`config.mk`:
```
export PLATFORM = sky130hd
export DESIGN_NAME = fetch_unit
export DESIGN_NICKNAME = d
export VERILOG_FILES = /design/src/rtl/fetch_unit.sv
export SDC_FILE = /design/constraint.sdc
export NUM_CORES = 1
export LEC_CHECK = 0
export CAP_MARGIN = 20
export CORE_MARGIN = 5
export CORE_UTILIZATION = 49
export DETAILED_ROUTE_END_ITERATION = 12
export PLACE_DENSITY = 0.84
export SLEW_MARGIN = 20
export SYNTH_ARGS = -nofsm -noshare
export SYNTH_HDL_FRONTEND = slang
export SYNTH_SLANG_ARGS = --single-unit
```
`constraint.sdc`:
```
create_clock -name clk -period 4 [get_ports clk]
set_input_delay 0.8 -clock clk [delete_from_list [all_inputs] [get_ports clk]]
set_output_delay 0.8 -clock clk [all_outputs]
set_load 0.05 [all_outputs]
```
`src/rtl/fetch_unit.sv`:
```
// Instruction fetch front end: owns the PC, fetches one 32-bit word at a time
// over a req/ack handshake, holds it for decode/execute, and picks the next PC
// from the decoder's resolved pc_src on retirement. One instruction in flight.
module fetch_unit #(
  parameter logic [31:0] RESET_VECTOR = 32'h0000_0000
) (
  input  logic        clk,
  input  logic        reset,
  output logic        imem_req,
  output logic [31:0] imem_addr,
  input  logic        imem_ack,
  input  logic [31:0] imem_rdata,
  output logic        ir_valid,
  output logic [31:0] ir,
  output logic [31:0] ir_pc_next,
  input  logic        ir_ready,
  input  logic [1:0]  pc_src,
  input  logic [31:0] br_reg,
  output logic        fault
);

  typedef enum logic [1:0] {
    S_IDLE  = 2'd0,
    S_FETCH = 2'd1,
    S_HOLD  = 2'd2
  } state_t;

  localparam logic [1:0] SRC_NEXT  = 2'b00;
  localparam logic [1:0] SRC_B_IMM = 2'b01;
  localparam logic [1:0] SRC_B_REG = 2'b10;
  localparam logic [1:0] SRC_X     = 2'b11;

  state_t      state, state_nxt;
  logic [31:0] pc;
  logic [31:0] target;
  logic [31:0] imm_ofs;
  logic        take_ack;
  logic        retire;
  logic        stray_ack;

  // Handshake events; ir_ready and imem_ack only count in their own state.
  assign take_ack  = (state == S_FETCH) && imem_ack;
  assign retire    = (state == S_HOLD) && ir_ready;
  assign stray_ack = (state != S_FETCH) && imem_ack;

  // Word offset of a relative branch: sign-extended imm16 scaled to bytes.
  assign imm_ofs = {{14{ir[15]}}, ir[15:0], 2'b00};

  // Next-PC select; pc_src=X falls through to the sequential address.
  always_comb begin
    target = ir_pc_next;
    case (pc_src)
      SRC_NEXT:  target = ir_pc_next;
      SRC_B_IMM: target = ir_pc_next + imm_ofs;
      SRC_B_REG: target = {br_reg[31:2], 2'b00};
      SRC_X:     target = ir_pc_next;
      default:   target = ir_pc_next;
    endcase
  end

  // State register.
  always_ff @(posedge clk or posedge reset) begin
    if (reset) state <= S_IDLE;
    else       state <= state_nxt;
  end

  // Next-state logic: IDLE is a single cycle after reset release.
  always_comb begin
    state_nxt = state;
    case (state)
      S_IDLE:  state_nxt = S_FETCH;
      S_FETCH: if (imem_ack) state_nxt = S_HOLD;
      S_HOLD:  if (ir_ready) state_nxt = S_FETCH;
      default: state_nxt = S_IDLE;
    endcase
  end

  // Outputs decoded from state so imem_req drops the instant reset asserts.
  always_comb begin
    imem_req  = (state == S_FETCH);
    ir_valid  = (state == S_HOLD);
    imem_addr = pc;
  end

  // PC advances only when the held instruction retires.
  always_ff @(posedge clk or posedge reset) begin
    if (reset)       pc <= RESET_VECTOR;
    else if (retire) pc <= target;
  end

  // Instruction capture; ir and its link value stay frozen through HOLD.
  always_ff @(posedge clk or posedge reset) begin
    if (reset) begin
      ir         <= 32'h0;
      ir_pc_next <= 32'h0;
    end else if (take_ack) begin
      ir         <= imem_rdata;
      ir_pc_next <= pc + 32'd4;
    end
  end

  // Sticky fault: undefined pc_src retired, or ack with no request outstanding.
  always_ff @(posedge clk or posedge reset) begin
    if (reset)
      fault <= 1'b0;
    else if ((retire && pc_src == SRC_X) || stray_ack)
      fault <= 1'b1;
  end

endmodule
```
; After elaboration in Yosys (flattened, before gate mapping)
; Index checks and enable logic that the tools add are counted.
[word_totals]
register_bits = 99
in_bits = 70
output_inout_bits = 99
[classes]
add_sub_neg = 2
n_eq_ne = 8
muxes = 4
reduce_logical = 9
[op_table]
columns = operator, n
row1 = case mux 32 bit (3 select lines), 1
row2 = "adder 32 x 3 -> 32 bit, second input constant", 1
row3 = adder 32 bit, 1
row4 = "== test 2 bit, second input constant", 3
row5 = "!= test 2 x 1 -> 1 bit, second input constant", 3
row6 = case mux 2 bit (3 select lines), 1
row7 = "== test 2 x 1 -> 1 bit, second input constant", 2
row8 = logical AND 1 bit, 4
row9 = zero test 2 bit, 2
row10 = 2-to-1 mux 2 bit, 2
row11 = AND reduction 2 bit, 1
row12 = OR reduction 2 bit, 1
row13 = logical OR 1 bit, 1

; Depth between registers and ports, before layout
[depth]
depth_word = 4
ltp_mapped = 11

; Worst setup path after synthesis
; No wires, ideal clock.
[synth_path]
path_kind = reg-to-reg
start = register ir[15]
end = register pc[30], in the netlist imem_addr[30]
setup_ps = 133
t_arrival_ps = 2604
t_required_ps = 3867
path_slack_ps = 1263
stages_incl_launch_ff = 11
n_path_buf = 1
path_cell_list = dfrtp_1 > ha_1 > clkbuf_1 > a21oi_1 > o21ai_0 > a21oi_1 > o21ai_0 > a21o_1 > a41o_1 > nor4b_1 > a211oi_1
[synth_between]
elab_chain_len = 2
[synth_rtl]
columns = element, line
row1 = start: declaration, 14  ; output logic [31:0] ir,
row2 = start signal: assignment, 97  ; ir <= imem_rdata;
row3 = adder 32 bit, 54  ; SRC_B_IMM: target = ir_pc_next + imm_ofs;
row4 = case mux 32 bit (3 select lines), 52  ; case (pc_src)
row5 = end signal: assignment, 88  ; else if (retire) pc <= target;
row6 = end: declaration, 34  ; logic [31:0] pc;
; No other way between the ends.
; A chain may end at the register's enable or synchronous reset.

; Worst setup path in the final report
[layout_path]
start = register ir_pc_next[3]
end = register pc[29], in the netlist imem_addr[29]
[layout_between]
elab_chain_len = 2
[layout_rtl]
columns = element, line
row1 = start: declaration, 15  ; output logic [31:0] ir_pc_next,
row2 = start signal: assignment, 98  ; ir_pc_next <= pc + 32'd4;
row3 = adder 32 bit, 54
row4 = case mux 32 bit (3 select lines), 52
; No other way between the ends.

==> impl_metrics.py <==
metrics = {
    "global_routing": {
        "grt_first_pass_wirelength_mm": 31.0,
        "grt_max_degree": 95,
        "grt_overflow": 0,
        "grt_use_total_pct": 26.8,
        "antenna_found_initial": 0,
        "grt_pass1_vias": 5733,
    },
    "timing": {
        "min_period_over_period_pct": 69.7,
        "layout_setup_ws_ns": 1.21,
        "worst_pin_slew_ns": 1.03,
        "setup_tns_ns": 0,
        "period_minus_slack_ns": 2.79,
        "slew_viol_final": 0,
        "relSlewSlack_pct": 31.1,
        "rsz0062_at_grt": "no",
        "final-setup-viol-count": 0,
        "final-hold-violation-count": 0,
        "finClkSkew_ns": 0.00976,
        "clock.fmax_mhz": 358,
    },
    "setup_path": {
        "cp_common_cell": "a21oi_1",
        "arrival_ns": 3.00,
        "path_buf_inv": 0,
        "rr_worst_depth": 9,
        "cp_cell_sequence": "ha_1 -> a21oi_1 -> o211ai_1 -> o211a_1 -> a21oi_1 -> o21ai_1 -> a211oi_1 -> xor2_1 -> a221oi_1",
        "required_ns": 4.21,
        "cp-start-kind": "register",
        "cp_top_family": "compound AO/OA/AOI/OAI gates",
        "crit_fanout": 5,
        "cp.depth": 9,
        "max_stage_delay_ns": 0.45,
        "crit_type": "register to register",
        "end_kind": "register",
        "slowest_stage": "dfrtp_1",
    },
    "cells_and_area": {
        "most-common-layout-cells": "clkdlybuf4s50_1, dfrtp_1, nand2_1, o21ai_0, a21oi_1",
        "syn2layout_area_growth_pct": 34.9,
        "nFillCells": 1026,
        "regArea_um2": 2480,
        "drive_gt1_share_pct": 8.91,
        "multi_input_area_um2": 3510,
        "antenna_cells": 0,
        "final_common_cell": "clkdlybuf4s50_1",
        "nets": 918,
    },
    "route": {
        "wl_met2_mm": 8.85,
        "via_per_inst": 5.90,
        "dr.pass1.iters": 5,
        "postRouteAntennaNets": 0,
        "top_layer": "met4",
        "vias": 5842,
        "drcViolationCount": 0,
        "drt_wl_total_mm": 19.7,
        "routedWlPerCell_um": 19.9,
        "dr_wl_met3_mm": 1.81,
        "drt_iter0_drc": 458,
        "met1Wirelength_mm": 8.45,
    },
    "die": {
        "die_width_um": 122,
        "dieArea_um2": 15000,
        "die_y_um": 122,
        "core_area_um2": 12500,
        "start_util_pct": 49.6,
        "io_pins": 169,
        "row_count": 41,
    },
    "flow_run": {
        "cap_violations": 0,
    },
    "place": {
        "finalWeightedCongestion": 0.961,
        "pre_cts_slack_ns": 1.02,
        "dp_hpwl_mm": 14.8,
        "io_buffers": 166,
    },
    "cts": {
        "cts_root_buf": "clkbuf_16",
        "clk_latency_ns": 0.36,
        "postCtsSetupBuffers": 0,
        "htree_levels": 3,
        "clock_sinks": 99,
        "clkSlewWorstSetupHoldPaths_ns": 0.08,
        "clock_path_buffers": 2,
        "cts_resized": 0,
        "cts_tree": "built",
        "cts_buffers": 9,
        "ctsHoldBuffers": 0,
    },
    "synthesis": {
        "async_flop_share_pct": 100,
        "avgSynthCellArea_um2": 9.32,
        "ys_seq_elements": 99,
        "ys_seq_area_share_pct": 40.1,
        "synth_ff_type": "dfrtp_1",
        "yosysWarningCount": 0,
        "synth_edf_count": 0,
        "synth_cells": 663,
        "yosysUniqueCellTypes": 56,
        "syn_area_um2": 6180,
        "syn_nets": 767,
    },
    "hold_path": {
        "hold_path_class": "register to register",
        "hold_path_depth": 1,
    },
    "status": {
        "status": "completed",
    },
}
==> through the flow <==
stage | area [um^2] | std cells | hold WS [ns] | util [%]
3_3_place_gp | 8000 | 975 | 0.445 | 64.2
2_1_floorplan | 6180 | 663 | 0.451 | -
5_1_grt | 8340 | 991 | 0.527 | 66.9
6_report | 8340 | 991 | 0.475 | 66.9
4_1_cts | 8330 | 991 | 0.479 | 66.9
3_5_place_dp | 8000 | 975 | 0.463 | 64.2
==> kinds of logic after synthesis <==
kind of cell / synth area share (%)
compound gates: 22.5
simple gates: 12.8
flops: 40.1
xor+xnor: 7.51
buf+inv: 3.22
mux: 6.87
fa+ha+maj: 7.01
==> final cells by class <==
type                            count  area share, %
Timing Repair Buffer              175           20.7
Clock buffer                        9           2.70
Inverter                           18          0.870
Clock inverter                      7           1.29
Multi-Input combinational cell    511           42.1
Sequential cell                    99           29.7
Tap cell                          172           2.58
==> final timing paths <==
kind                                         endpoint                       from  slack [ns]
max                         imem_addr[29]$_DFFE_PP0P_  ir_pc_next[3]$_DFFE_PP0P_        1.21
max in group asynchronous  ir_pc_next[28]$_DFFE_PP0P_                      reset        2.36
min reg2reg                         fault$_DFFE_PP0P_          fault$_DFFE_PP0P_        0.48
min in group asynchronous           ir[0]$_DFFE_PP0P_                      reset        0.99
max reg2reg                 imem_addr[29]$_DFFE_PP0P_  ir_pc_next[3]$_DFFE_PP0P_        1.21
min                                 fault$_DFFE_PP0P_          fault$_DFFE_PP0P_        0.48
==> registers in the layout (all words and copies together), names as in the netlist <==
register and cells:
state 2, fault 1, ir 32, ir_pc_next 32, imem_addr 32
==> layer usage <==
metal,up-vias,global-route usage [%]
met4,0,11.3
met3,43,7.05
met2,252,40.2
met5,-,0
li1,2717,-
met1,2830,36.8
==> synth_stat cells (all sizes together) (2+ instances only) <==
master	instances	area, um^2
a211oi	9	67.6
nor3	13	70.1
o21a	4	30.0
o21bai	3	22.5
and2	2	12.5
mux2i	3	30.0
nand2	68	258
nor2	41	154
a221o	3	30.0
xor2	29	254
a22oi	16	120
and3	13	83.8
mux2	35	394
nand4	8	50.1
dfrtp	99	2480
a21o	22	165
a31oi	3	18.8
a31o	3	26.3
a211o	2	17.5
o211a	2	20.0
clkbuf	34	128
a221oi	14	129
o31ai	2	20.0
a21oi	43	215
a41oi	3	33.8
ha	33	413
nor2b	6	45.0
o211ai	2	15.0
nand3	16	80.1
o21ai	71	355
inv	18	67.6
o31a	3	26.3
xnor2	24	210
o22ai	2	12.5
Power is not shown: default switching activity piles up to over one toggle a cycle in this logic, so the estimate is an artifact.
